**src/rtl/regfile_writeback_pkg.sv**
```systemverilog
// Shared widths, result record and constants for the register-file write-back path.
// No logic; imported by the write-back controller, its queue and its bench.
package wb_pkg;
    localparam int DW = 32;
    localparam int AW = 5;

    typedef struct packed {
        logic [AW-1:0] addr;
        logic [DW-1:0] data;
    } wb_result_t;

    localparam logic [AW-1:0] REG_ZERO = '0;
endpackage

```
**src/rtl/regfile_writeback_if.sv**
```systemverilog
// Execute-unit, decode-check and register-file write port bundle of the write-back controller.
// master = producers/decode/register file side, slave = the controller.
interface regfile_writeback_if #(
    parameter int AW = wb_pkg::AW,
    parameter int DW = wb_pkg::DW
);
    logic          Issue_Valid;
    logic [AW-1:0] Issue_Addr;
    logic          ALU_Valid;
    logic [AW-1:0] ALU_Addr;
    logic [DW-1:0] ALU_Data;
    logic          MD_Valid;
    logic [AW-1:0] MD_Addr;
    logic [DW-1:0] MD_Data;
    logic          MD_Ready;
    logic          Alu_Hold;
    logic [AW-1:0] Check_Addr_A;
    logic [AW-1:0] Check_Addr_B;
    logic          Busy_A;
    logic          Busy_B;
    logic          Write_Reg;
    logic [AW-1:0] W_Addr;
    logic [DW-1:0] W_Data;
    logic          Proto_Err;

    modport master (
        output Issue_Valid, Issue_Addr, ALU_Valid, ALU_Addr, ALU_Data,
               MD_Valid, MD_Addr, MD_Data, Check_Addr_A, Check_Addr_B,
        input  MD_Ready, Alu_Hold, Busy_A, Busy_B, Write_Reg, W_Addr, W_Data, Proto_Err
    );

    modport slave (
        input  Issue_Valid, Issue_Addr, ALU_Valid, ALU_Addr, ALU_Data,
               MD_Valid, MD_Addr, MD_Data, Check_Addr_A, Check_Addr_B,
        output MD_Ready, Alu_Hold, Busy_A, Busy_B, Write_Reg, W_Addr, W_Data, Proto_Err
    );
endinterface

```
**src/rtl/regfile_writeback_result_fifo.sv**
```systemverilog
// Sync FIFO holding mul/div results; head visible combinationally, push lands next cycle.
// Backpressure via full; a push while full is accepted only together with a pop.
module wb_result_fifo #(
    parameter int WIDTH = 37,
    parameter int DEPTH = 2
) (
    input  logic             Clk,
    input  logic             Reset_n,
    input  logic             push_vld,
    input  logic [WIDTH-1:0] push_dat,
    input  logic             pop_vld,
    output logic [WIDTH-1:0] head_dat,
    output logic             full,
    output logic             empty
);
    localparam int PW = $clog2(DEPTH);

    logic [WIDTH-1:0] mem [DEPTH];
    logic [PW:0]      wr_ptr;
    logic [PW:0]      rd_ptr;
    logic             push_ok;
    logic             pop_ok;

    // Extra pointer bit separates full from empty when the indices match.
    assign empty    = (wr_ptr == rd_ptr);
    assign full     = (wr_ptr[PW] != rd_ptr[PW]) && (wr_ptr[PW-1:0] == rd_ptr[PW-1:0]);
    assign pop_ok   = pop_vld && !empty;
    assign push_ok  = push_vld && (!full || pop_ok);
    assign head_dat = mem[rd_ptr[PW-1:0]];

    always_ff @(posedge Clk or negedge Reset_n) begin
        if (!Reset_n) begin
            wr_ptr <= '0;
            rd_ptr <= '0;
        end else begin
            if (push_ok) wr_ptr <= wr_ptr + 1'b1;
            if (pop_ok)  rd_ptr <= rd_ptr + 1'b1;
        end
    end

    always_ff @(posedge Clk) begin
        if (push_ok) mem[wr_ptr[PW-1:0]] <= push_dat;
    end
endmodule

```
**src/rtl/regfile_writeback.sv**
```systemverilog
// Merges ALU and queued mul/div results onto the register-file write port, tracks pending writes; commit latency 1.
// MD backpressured by queue full; ALU backpressured by a one-cycle Alu_Hold when a queued result starves.
module regfile_writeback
    import wb_pkg::*;
#(
    parameter int DW         = wb_pkg::DW,
    parameter int AW         = wb_pkg::AW,
    parameter int QDEPTH     = 2,
    parameter int STARVE_MAX = 4
) (
    input  logic                Clk,
    input  logic                Reset_n,
    regfile_writeback_if.slave  wb
);
    localparam int CW = $clog2(STARVE_MAX) + 1;
    localparam int RW = AW + DW;

    logic [RW-1:0]      head_dat;
    logic               q_full;
    logic               q_empty;
    logic               push_vld;
    logic               pop_vld;
    logic               alu_win;
    logic               commit_vld;
    logic [AW-1:0]      commit_addr;
    logic [DW-1:0]      commit_dat;
    logic [CW-1:0]      starve_cnt;
    logic               alu_hold_q;
    logic               proto_err_q;
    logic               write_reg_q;
    logic [AW-1:0]      w_addr_q;
    logic [DW-1:0]      w_data_q;
    logic [2**AW-1:0]   pending;
    logic [2**AW-1:0]   pending_nxt;

    assign push_vld = wb.MD_Valid && !q_full;

    // A hold with a queued head forces the head through and drops any ALU result.
    assign alu_win     = wb.ALU_Valid && !(alu_hold_q && !q_empty);
    assign pop_vld     = !q_empty && !alu_win;
    assign commit_vld  = alu_win || pop_vld;
    assign commit_addr = alu_win ? wb.ALU_Addr : head_dat[RW-1:DW];
    assign commit_dat  = alu_win ? wb.ALU_Data : head_dat[DW-1:0];

    wb_result_fifo #(
        .WIDTH (RW),
        .DEPTH (QDEPTH)
    ) u_md_fifo (
        .Clk      (Clk),
        .Reset_n  (Reset_n),
        .push_vld (push_vld),
        .push_dat ({wb.MD_Addr, wb.MD_Data}),
        .pop_vld  (pop_vld),
        .head_dat (head_dat),
        .full     (q_full),
        .empty    (q_empty)
    );

    always_ff @(posedge Clk or negedge Reset_n) begin
        if (!Reset_n) begin
            starve_cnt  <= '0;
            alu_hold_q  <= 1'b0;
            proto_err_q <= 1'b0;
        end else begin
            if (q_empty || pop_vld)
                starve_cnt <= '0;
            else if (starve_cnt != CW'(STARVE_MAX))
                starve_cnt <= starve_cnt + 1'b1;
            alu_hold_q  <= (starve_cnt == CW'(STARVE_MAX - 1)) && !q_empty && !pop_vld;
            proto_err_q <= proto_err_q || (wb.ALU_Valid && alu_hold_q);
        end
    end

    always_ff @(posedge Clk or negedge Reset_n) begin
        if (!Reset_n) begin
            write_reg_q <= 1'b0;
            w_addr_q    <= '0;
            w_data_q    <= '0;
        end else begin
            write_reg_q <= commit_vld && (commit_addr != REG_ZERO);
            if (commit_vld) begin
                w_addr_q <= commit_addr;
                w_data_q <= commit_dat;
            end
        end
    end

    // Set after clear so a newly issued producer outlives the older one's commit.
    always_comb begin
        pending_nxt = pending;
        if (commit_vld)     pending_nxt[commit_addr]   = 1'b0;
        if (wb.Issue_Valid) pending_nxt[wb.Issue_Addr] = 1'b1;
        pending_nxt[0] = 1'b0;
    end

    always_ff @(posedge Clk or negedge Reset_n) begin
        if (!Reset_n) pending <= '0;
        else          pending <= pending_nxt;
    end

    assign wb.MD_Ready  = !q_full;
    assign wb.Alu_Hold  = alu_hold_q;
    assign wb.Proto_Err = proto_err_q;
    assign wb.Write_Reg = write_reg_q;
    assign wb.W_Addr    = w_addr_q;
    assign wb.W_Data    = w_data_q;
    assign wb.Busy_A    = pending[wb.Check_Addr_A];
    assign wb.Busy_B    = pending[wb.Check_Addr_B];
endmodule

```
**src/flat_wrapper.sv**
```systemverilog
// flat-port wrapper written by rule: the top's interface ports become plain ports
module regfile_writeback_flat import wb_pkg::*;
#(
    parameter int DW         = wb_pkg::DW,
    parameter int AW         = wb_pkg::AW,
    parameter int QDEPTH     = 2,
    parameter int STARVE_MAX = 4
)
  (Clk, Reset_n, wb_Issue_Valid, wb_Issue_Addr, wb_ALU_Valid, wb_ALU_Addr, wb_ALU_Data, wb_MD_Valid, wb_MD_Addr, wb_MD_Data, wb_Check_Addr_A, wb_Check_Addr_B, wb_MD_Ready, wb_Alu_Hold, wb_Busy_A, wb_Busy_B, wb_Write_Reg, wb_W_Addr, wb_W_Data, wb_Proto_Err);
  regfile_writeback_if #(.AW(AW), .DW(DW)) wb_i ();
  input  logic Clk;
  input  logic Reset_n;
  input wire logic [$bits(wb_i.Issue_Valid)-1:0] wb_Issue_Valid;
  input wire logic [$bits(wb_i.Issue_Addr)-1:0] wb_Issue_Addr;
  input wire logic [$bits(wb_i.ALU_Valid)-1:0] wb_ALU_Valid;
  input wire logic [$bits(wb_i.ALU_Addr)-1:0] wb_ALU_Addr;
  input wire logic [$bits(wb_i.ALU_Data)-1:0] wb_ALU_Data;
  input wire logic [$bits(wb_i.MD_Valid)-1:0] wb_MD_Valid;
  input wire logic [$bits(wb_i.MD_Addr)-1:0] wb_MD_Addr;
  input wire logic [$bits(wb_i.MD_Data)-1:0] wb_MD_Data;
  input wire logic [$bits(wb_i.Check_Addr_A)-1:0] wb_Check_Addr_A;
  input wire logic [$bits(wb_i.Check_Addr_B)-1:0] wb_Check_Addr_B;
  output wire logic [$bits(wb_i.MD_Ready)-1:0] wb_MD_Ready;
  output wire logic [$bits(wb_i.Alu_Hold)-1:0] wb_Alu_Hold;
  output wire logic [$bits(wb_i.Busy_A)-1:0] wb_Busy_A;
  output wire logic [$bits(wb_i.Busy_B)-1:0] wb_Busy_B;
  output wire logic [$bits(wb_i.Write_Reg)-1:0] wb_Write_Reg;
  output wire logic [$bits(wb_i.W_Addr)-1:0] wb_W_Addr;
  output wire logic [$bits(wb_i.W_Data)-1:0] wb_W_Data;
  output wire logic [$bits(wb_i.Proto_Err)-1:0] wb_Proto_Err;
  assign wb_i.Issue_Valid = wb_Issue_Valid;
  assign wb_i.Issue_Addr = wb_Issue_Addr;
  assign wb_i.ALU_Valid = wb_ALU_Valid;
  assign wb_i.ALU_Addr = wb_ALU_Addr;
  assign wb_i.ALU_Data = wb_ALU_Data;
  assign wb_i.MD_Valid = wb_MD_Valid;
  assign wb_i.MD_Addr = wb_MD_Addr;
  assign wb_i.MD_Data = wb_MD_Data;
  assign wb_i.Check_Addr_A = wb_Check_Addr_A;
  assign wb_i.Check_Addr_B = wb_Check_Addr_B;
  assign wb_MD_Ready = wb_i.MD_Ready;
  assign wb_Alu_Hold = wb_i.Alu_Hold;
  assign wb_Busy_A = wb_i.Busy_A;
  assign wb_Busy_B = wb_i.Busy_B;
  assign wb_Write_Reg = wb_i.Write_Reg;
  assign wb_W_Addr = wb_i.W_Addr;
  assign wb_W_Data = wb_i.W_Data;
  assign wb_Proto_Err = wb_i.Proto_Err;
  regfile_writeback #(.DW(DW), .AW(AW), .QDEPTH(QDEPTH), .STARVE_MAX(STARVE_MAX)) u_core (.Clk(Clk), .Reset_n(Reset_n), .wb(wb_i));
endmodule
```
**config.mk**
```make
export PLATFORM = sky130hd
export DESIGN_NAME = regfile_writeback_flat
export DESIGN_NICKNAME = d
export VERILOG_FILES = /design/src/rtl/regfile_writeback_pkg.sv /design/src/rtl/regfile_writeback_if.sv /design/src/rtl/regfile_writeback_result_fifo.sv /design/src/rtl/regfile_writeback.sv /design/src/flat_wrapper.sv
export SDC_FILE = /design/constraint.sdc
export NUM_CORES = 1
export LEC_CHECK = 0
export ABC_CLOCK_PERIOD_IN_PS = 5300
export CAP_MARGIN = 20
export CORE_MARGIN = 5
export CORE_UTILIZATION = 42
export CTS_CLUSTER_SIZE = 12
export DETAILED_ROUTE_END_ITERATION = 16
export GPL_ROUTABILITY_DRIVEN = 0
export PLACE_DENSITY = 0.67
export SYNTH_ARGS = -nofsm -noshare
export SYNTH_HDL_FRONTEND = slang
export SYNTH_SLANG_ARGS = --single-unit
```
**constraint.sdc**
```tcl
create_clock -name Clk -period 5.3 [get_ports Clk]
set_input_delay 1.325 -clock Clk [delete_from_list [all_inputs] [get_ports Clk]]
set_output_delay 1.325 -clock Clk [all_outputs]
set_load 0.01 [all_outputs]
```
==> qor.yml, run 1 <==
syn_avg_cell_area_sq_um: 12.3
multi_input_area_sq_um: 2650
swShare_pct: 39.2
hpwl_microns: 13100
p_int_w: 0.00344
ctsResizeCount: 0
clkPwrFrac_pct: 20.5
power.total_w: 0.00565
die_w_microns: 139
cts_num_sinks: 152
timing.final.crit_share_pct: 95.1
syn-instance-count: 565
crit_arrival_ps: 3720
drt_wl_total_microns: 19700
synth_top_flop_cell: "dfrtp_1"
worstMarginPinSlew_ps: 968
cap_viol_max_count: 0
design.die.area_sq_um: 19300
die_h_microns: 139
worst_path_max_delay_cell: "mux4_2"
vias_per_cell: 6.06
dr.first_iter.drc_count: 499
grt_first_pass_wirelength_microns: 31000
p_leak_nw: 3.34
detail-route-antenna-nets: 0
maxSlewHeadroom_pct: 35.0
numPortBuffers: 136
fillers: 1301
numCtsBuffers: 17
status: "finished clean"
required_ps: 3970
num_vias: 5622
grt_max_degree: 79
grt_pass1_vias: 5906
syn2layout_area_growth_pct: 31.7
drc: 0
pwr-share-comb_pct: 42.5
synthDistinctLibCells: 39
hold_buffers: 0
tritoncts: "done"
setup.worst_path.class: "primary input to output port"
path_max_fanout: 9
hold_path.class: "register to register"
critPathBufInv: 3
end_kind: "output port"
core_area_sq_um: 16400
p_switching_w: 0.00221
regArea_sq_um: 4180
synth_nets: 662
power_density_nw_per_um2: 616
cts_setup_buffers: 0
ys_seq_elements: 152
h-tree-depth: 4
yosysSeqAreaShare_pct: 59.9
grt_use_total_pct: 20.2
netlist_area_sq_um: 6960
clk-insertion-delay-late_ps: 420
clk_pin_slew_ps: 60
clk_path_buf_depth: 2
fin_setup_tns_ps: 0
skew_ps: 9.31
diodes: 0
cp_cell_sequence: "clkdlybuf4s50_1 -> buf_4 -> mux4_2 -> mux4_2 -> mux2_2 -> clkdlybuf4s50_1"
maxSlewViolCount: 0
fmax_mhz: 198
gr-total-overflow: 0
hold_ws_ps: 474
cts_root_buffer: "clkbuf_16"
wire_per_inst_microns: 21.2
critPathTopFamily: "multiplexers"
rsz0062_at_grt: "false"
drt-pass1-iter-count: 5
setup_viol: 0
worst_setup_path_start_kind: "primary input"
fp-row-count: 47
ys_warn_count: 0
ir_drop_uv: 346
final_util_pct: 55.9
ios: 137
pwr-share-seq_pct: 37.0
initial_core_util_pct: 42.4
period_minus_slack_ps: 5040
final_net_count: 792
antenna_found_initial: 2
max_stage_delay_ps: 520
postSynth.asyncResetShare_pct: 51.3
synth_edf_count: 74
drive_gt1_share_pct: 11.0
hold_violations: 0
## per-stage QoR
stage | cell area, sq um | instances | setup slack [ps]
3_3_place_gp | 8560 | 894 | 273
5_1_grt | 9170 | 928 | 161
3_5_place_dp | 8580 | 895 | 247
2_1_floorplan | 6960 | 565 | 1160
6_report | 9170 | 928 | 257
4_1_cts | 9150 | 927 | 236
## cells by family after synthesis
family | Yosys count | share of synthesized area [%]
compound gates | 205 | 17.1
xor+xnor | 9 | 1.13
fa+ha+maj | 3 | 0.539
buf+inv | 44 | 2.71
flops | 152 | 59.9
mux | 59 | 11.8
simple gates | 93 | 6.83
## worst paths after layout
kind,startpoint,endpoint,slack (ps),depth (start not counted)
min in group asynchronous,Reset_n,u_core.pending[26]$_DFF_PN0_,720,1
min,u_core.wb.Proto_Err$_DFF_PN0_,u_core.wb.Proto_Err$_DFF_PN0_,470,1
min reg2reg,u_core.wb.Proto_Err$_DFF_PN0_,u_core.wb.Proto_Err$_DFF_PN0_,470,1
max,wb_Check_Addr_A[0],wb_Busy_A,260,6
max reg2reg,u_core.u_md_fifo.rd_ptr[0]$_DFFE_PN0P_,u_core.wb.W_Data[16]$_DFFE_PN0N_,1880,6
max in group asynchronous,Reset_n,u_core.u_md_fifo.rd_ptr[0]$_DFFE_PN0P_,4000,2
## layout make-up
cell class	instances	area share (%)
Sequential cell	152	45.5
Inverter	6	0.246
Tap cell	220	3.00
Timing Repair Buffer	149	16.2
Clock inverter	15	1.54
Multi-Input combinational cell	369	28.9
Clock buffer	17	4.64
## power by group through the flow
| stage | Sequential, W | Clock, W | Combinational [W] |
|---|---|---|---|
| floorplan | 0.00202 | 0 | 0.00148 |
| global placement | 0.00207 | 0 | 0.00228 |
| detailed placement | 0.00209 | 0 | 0.00238 |
| CTS | 0.00208 | 0.00118 | 0.00239 |
| global route | 0.00213 | 0.00123 | 0.00259 |
| finish | 0.00209 | 0.00116 | 0.00240 |
## state kept, by name, summed over array words and instances, names as in the netlist, 2 cells and up
| register | flops |
|---|---|
| u_core.wb.W_Addr | 5 |
| u_core.wb.W_Data | 32 |
| u_core.pending | 31 |
| u_core.u_md_fifo.wr_ptr | 2 |
| u_core.u_md_fifo.mem | 74 |
| u_core.u_md_fifo.rd_ptr | 2 |
| u_core.starve_cnt | 3 |
## routing by layer
metal / routed length [microns] / global-route usage (%) / up-vias
met5: 27 / 0 / -
met4: 365 / 7.52 / 4
met3: 1810 / 6.69 / 40
met2: 9660 / 33.0 / 319
met1: 7820 / 25.1 / 2775
li1: - / - / 2484
## placed cells by master, fill, tap and decap left out, types with 5 or more instances in the layout
master / instances
a22oi_1: 10
mux2i_1: 37
nand2_1: 15
inv_1: 6
o21ai_0: 67
o22ai_1: 38
nand3b_1: 5
edfxtp_1: 74
a31oi_1: 36
xnor2_1: 6
buf_4: 12
nand2b_1: 7
mux4_2: 18
nor3_1: 42
clkbuf_16: 17
clkdlybuf4s50_1: 134
dfrtp_1: 77
a21oi_1: 41
nor2_1: 10
## cell usage after synthesis (3+ instances only)
| master | count | share of area, % |
|---|---|---|
| mux2_2 | 4 | 0.65 |
| edfxtp_1 | 74 | 32 |
| mux4_2 | 18 | 5.8 |
| inv_1 | 6 | 0.32 |
| o21ai_0 | 67 | 4.8 |
| dfrtp_1 | 78 | 28 |
| nand3b_1 | 5 | 0.54 |
| xnor2_1 | 6 | 0.75 |
| a22oi_1 | 10 | 1.1 |
| nand2b_1 | 7 | 0.63 |
| nand2_1 | 16 | 0.86 |
| nor2_1 | 11 | 0.59 |
| mux2i_1 | 37 | 5.3 |
| xor2_1 | 3 | 0.38 |
| or3b_2 | 3 | 0.38 |
| buf_2 | 10 | 0.72 |
| a31oi_1 | 36 | 3.2 |
| a21oi_1 | 41 | 2.9 |
| buf_4 | 3 | 0.32 |
| ha_1 | 3 | 0.54 |
| clkbuf_1 | 23 | 1.2 |
| o22ai_1 | 38 | 3.4 |
| nor3_1 | 42 | 3.0 |
Power figures use the tool's default switching activity.
==> run 2: changes to the inputs <==
PLACE_DENSITY = unset   (was 0.67)
PLACE_DENSITY_LB_ADDON = 0.3   (was unset)
==> run 2 against run 1 <==
Net effect: power is 1.1% higher; core utilization is 0.16 points higher; global-route usage is 0.19 points lower; critical path type unchanged; critical endpoint is now wb_Busy_B; largest cell class unchanged; highest routed layer is now met4.
==> qor.yml, run 2 (synthesis gave the netlist of run 1 again) <==
grt_use_total_pct: 20.0  # -0.19 points
rsz0062_at_grt: "false"
wire_per_inst_microns: 21.0  # -0.79%
p_switching_w: 0.00219  # -1.1%
hold_path.class: "register to register"
drive_gt1_share_pct: 10.5  # -0.55 points
grt_max_degree: 79  # unchanged
hold_depth: 1  # unchanged
initial_core_util_pct: 42.4  # unchanged
power_density_nw_per_um2: 621  # +0.82%
mostFrequentLayoutCells: "clkdlybuf4s50_1 (134), dfrtp_1 (77), edfxtp_1 (74)"
finalNonFillerCells: 927  # -0.11%
skew_ps: 12.0  # +2.74 ps
p_int_w: 0.00352  # +2.5%
h-tree-depth: 4  # unchanged
fillers: 1296  # -0.38%
dr.first_iter.drc_count: 515  # +3.2%
die_h_microns: 139  # unchanged
setup.worst_path.class: "primary input to output port"
clk-insertion-delay-late_ps: 420  # about the same
drc: 0  # unchanged
swShare_pct: 38.3  # -0.86 points
fin_setup_tns_ps: 0  # unchanged
hold_violations: 0  # unchanged
num_vias: 5607  # -0.27%
reg2reg_depth: 6  # unchanged
hpwl_microns: 12900  # -2.2%
clk_pin_slew_ps: 60  # about the same
end_kind: "output port"
worstMarginPinSlew_ps: 1050  # +80.2 ps
hold_ws_ps: 476  # +2.55 ps
r2r-start: "u_core.u_md_fifo.rd_ptr[0]$_DFFE_PN0P_"
numCtsBuffers: 17  # unchanged
grt_pass1_vias: 5740  # -2.8%
tritoncts: "done"
whs_endpoint: "u_core.wb.Proto_Err$_DFF_PN0_"
drt_wl_total_microns: 19500  # -0.89%
clk_path_buf_depth: 2  # unchanged
hold_buffers: 0  # unchanged
numPortBuffers: 136  # unchanged
pwr-share-seq_pct: 36.3  # -0.7 points
setup_viol: 0  # unchanged
antenna_found_initial: 0  # -2
drt-pass1-iter-count: 6  # +1
maxSlewHeadroom_pct: 30.1  # -4.9 points
gr-total-overflow: 0  # unchanged
multi_input_area_sq_um: 2650  # unchanged
ir_drop_uv: 335  # -3.0%
final_net_count: 791  # -0.13%
grt_first_pass_wirelength_microns: 30500  # -1.6%
ios: 137  # unchanged
layout_commonest_cell: "clkdlybuf4s50_1"
hold_start: "u_core.wb.Proto_Err$_DFF_PN0_"
period_minus_slack_ps: 5040  # -2.83 ps
fp-row-count: 47  # unchanged
crit_arrival_ps: 3710  # about the same
cap_viol_max_count: 0  # unchanged
diodes: 0  # unchanged
cts_num_sinks: 152  # unchanged
r2r_setup_slack_ps: 2110  # +230 ps
core_area_sq_um: 16400  # unchanged
design.die.area_sq_um: 19300  # unchanged
maxSlewViolCount: 0  # unchanged
fmax_mhz: 198  # about the same
detail-route-antenna-nets: 0  # unchanged
timing.final.crit_share_pct: 95.1  # about the same
cts_setup_buffers: 0  # unchanged
path_max_fanout: 9  # unchanged
syn2layout_area_growth_pct: 32.1
timing.rr.end: "u_core.wb.W_Data[29]$_DFFE_PN0N_"
status: "finished clean"
largest_reg_flops: 74  # unchanged
die_w_microns: 139  # unchanged
required_ps: 3970  # about the same
cts_root_buffer: "clkbuf_16"
ctsResizeCount: 0  # unchanged
p_leak_nw: 3.35  # +0.11%
clkPwrFrac_pct: 21.6  # +1.1 points
vias_per_cell: 6.05  # -0.16%
pwr-share-comb_pct: 42.1  # -0.4 points
dp_cells: 893  # -0.22%
worst_setup_path_start_kind: "primary input"
regArea_sq_um: 4180  # unchanged
-- run 2: cell count changes in the layout (fill, tap and decap cells not counted), moves of 2 or more --
cell,change
bufinv_16,+2
clkinv_1,+2
clkinv_2,-3
inv_8,-2
-- run 2: area by class of cell --
| class | instances | area share (%) |
|---|---|---|
| Multi-Input combinational cell | 369 | 28.8 |
| Tap cell | 220 | 2.99 |
| Timing Repair Buffer | 148 | 16.1 |
| Clock inverter | 14 | 1.86 |
| Sequential cell | 152 | 45.4 |
| Clock buffer | 18 | 4.67 |
| Inverter | 6 | 0.245 |
-- run 2: power by group through the flow --
stage	logic, W	clock network [W]	registers (W)
2_1_floorplan	0.00148	0	0.00202
3_3_place_gp	0.00227	0	0.00207
3_5_place_dp	0.00237	0	0.00208
4_1_cts	0.00238	0.00125	0.00207
5_1_grt	0.00262	0.00130	0.00212
6_report	0.00240	0.00123	0.00207
-- run 2: how the worst max path moves through the flow --
stage	to	from
2_1_floorplan	wb_Busy_A	wb_Check_Addr_A[1]
3_3_place_gp	wb_Busy_B	wb_Check_Addr_B[0]
3_5_place_dp	wb_Busy_A	wb_Check_Addr_A[0]
4_1_cts	wb_Busy_A	wb_Check_Addr_A[0]
5_1_grt	wb_Busy_B	wb_Check_Addr_B[0]
6_report	wb_Busy_B	wb_Check_Addr_B[0]
-- run 2: stage by stage --
stage / total power [W] / setup WS, ps / utilization [%] / area (sq um)
after floorplan: 0.00350 / 1160 / - / 6960
after global placement: 0.00433 / 288 / 52.1 / 8550
after detailed placement: 0.00445 / 254 / 52.1 / 8550
after CTS: 0.00571 / 238 / 55.8 / 9150
after global routing: 0.00604 / 174 / 56.1 / 9200
final: 0.00571 / 260 / 56.1 / 9200
-- run 2: layer usage --
| layer | GRT usage [%] | vias up | wire [microns] |
|---|---|---|---|
| li1 | - | 2483 | - |
| met1 | 25.3 | 2736 | 7780 |
| met2 | 32.3 | 331 | 9640 |
| met3 | 5.97 | 57 | 1670 |
| met4 | 8.24 | 0 | 416 |
| met5 | 0 | - | 0 |
-- run 2: worst max-delay path, cell delays in order --
cell and delay, ps:
clkdlybuf4s50_1 450, buf_4 190, mux4_2 520, mux4_2 480, mux2_2 270, clkdlybuf4s50_1 480
==> run 3: changes to the inputs <==
CTS_CLUSTER_SIZE = 25   (was 12)
==> results of run 3 <==
Same layout as run 2: the final DEF is identical, and so are final timing and power.
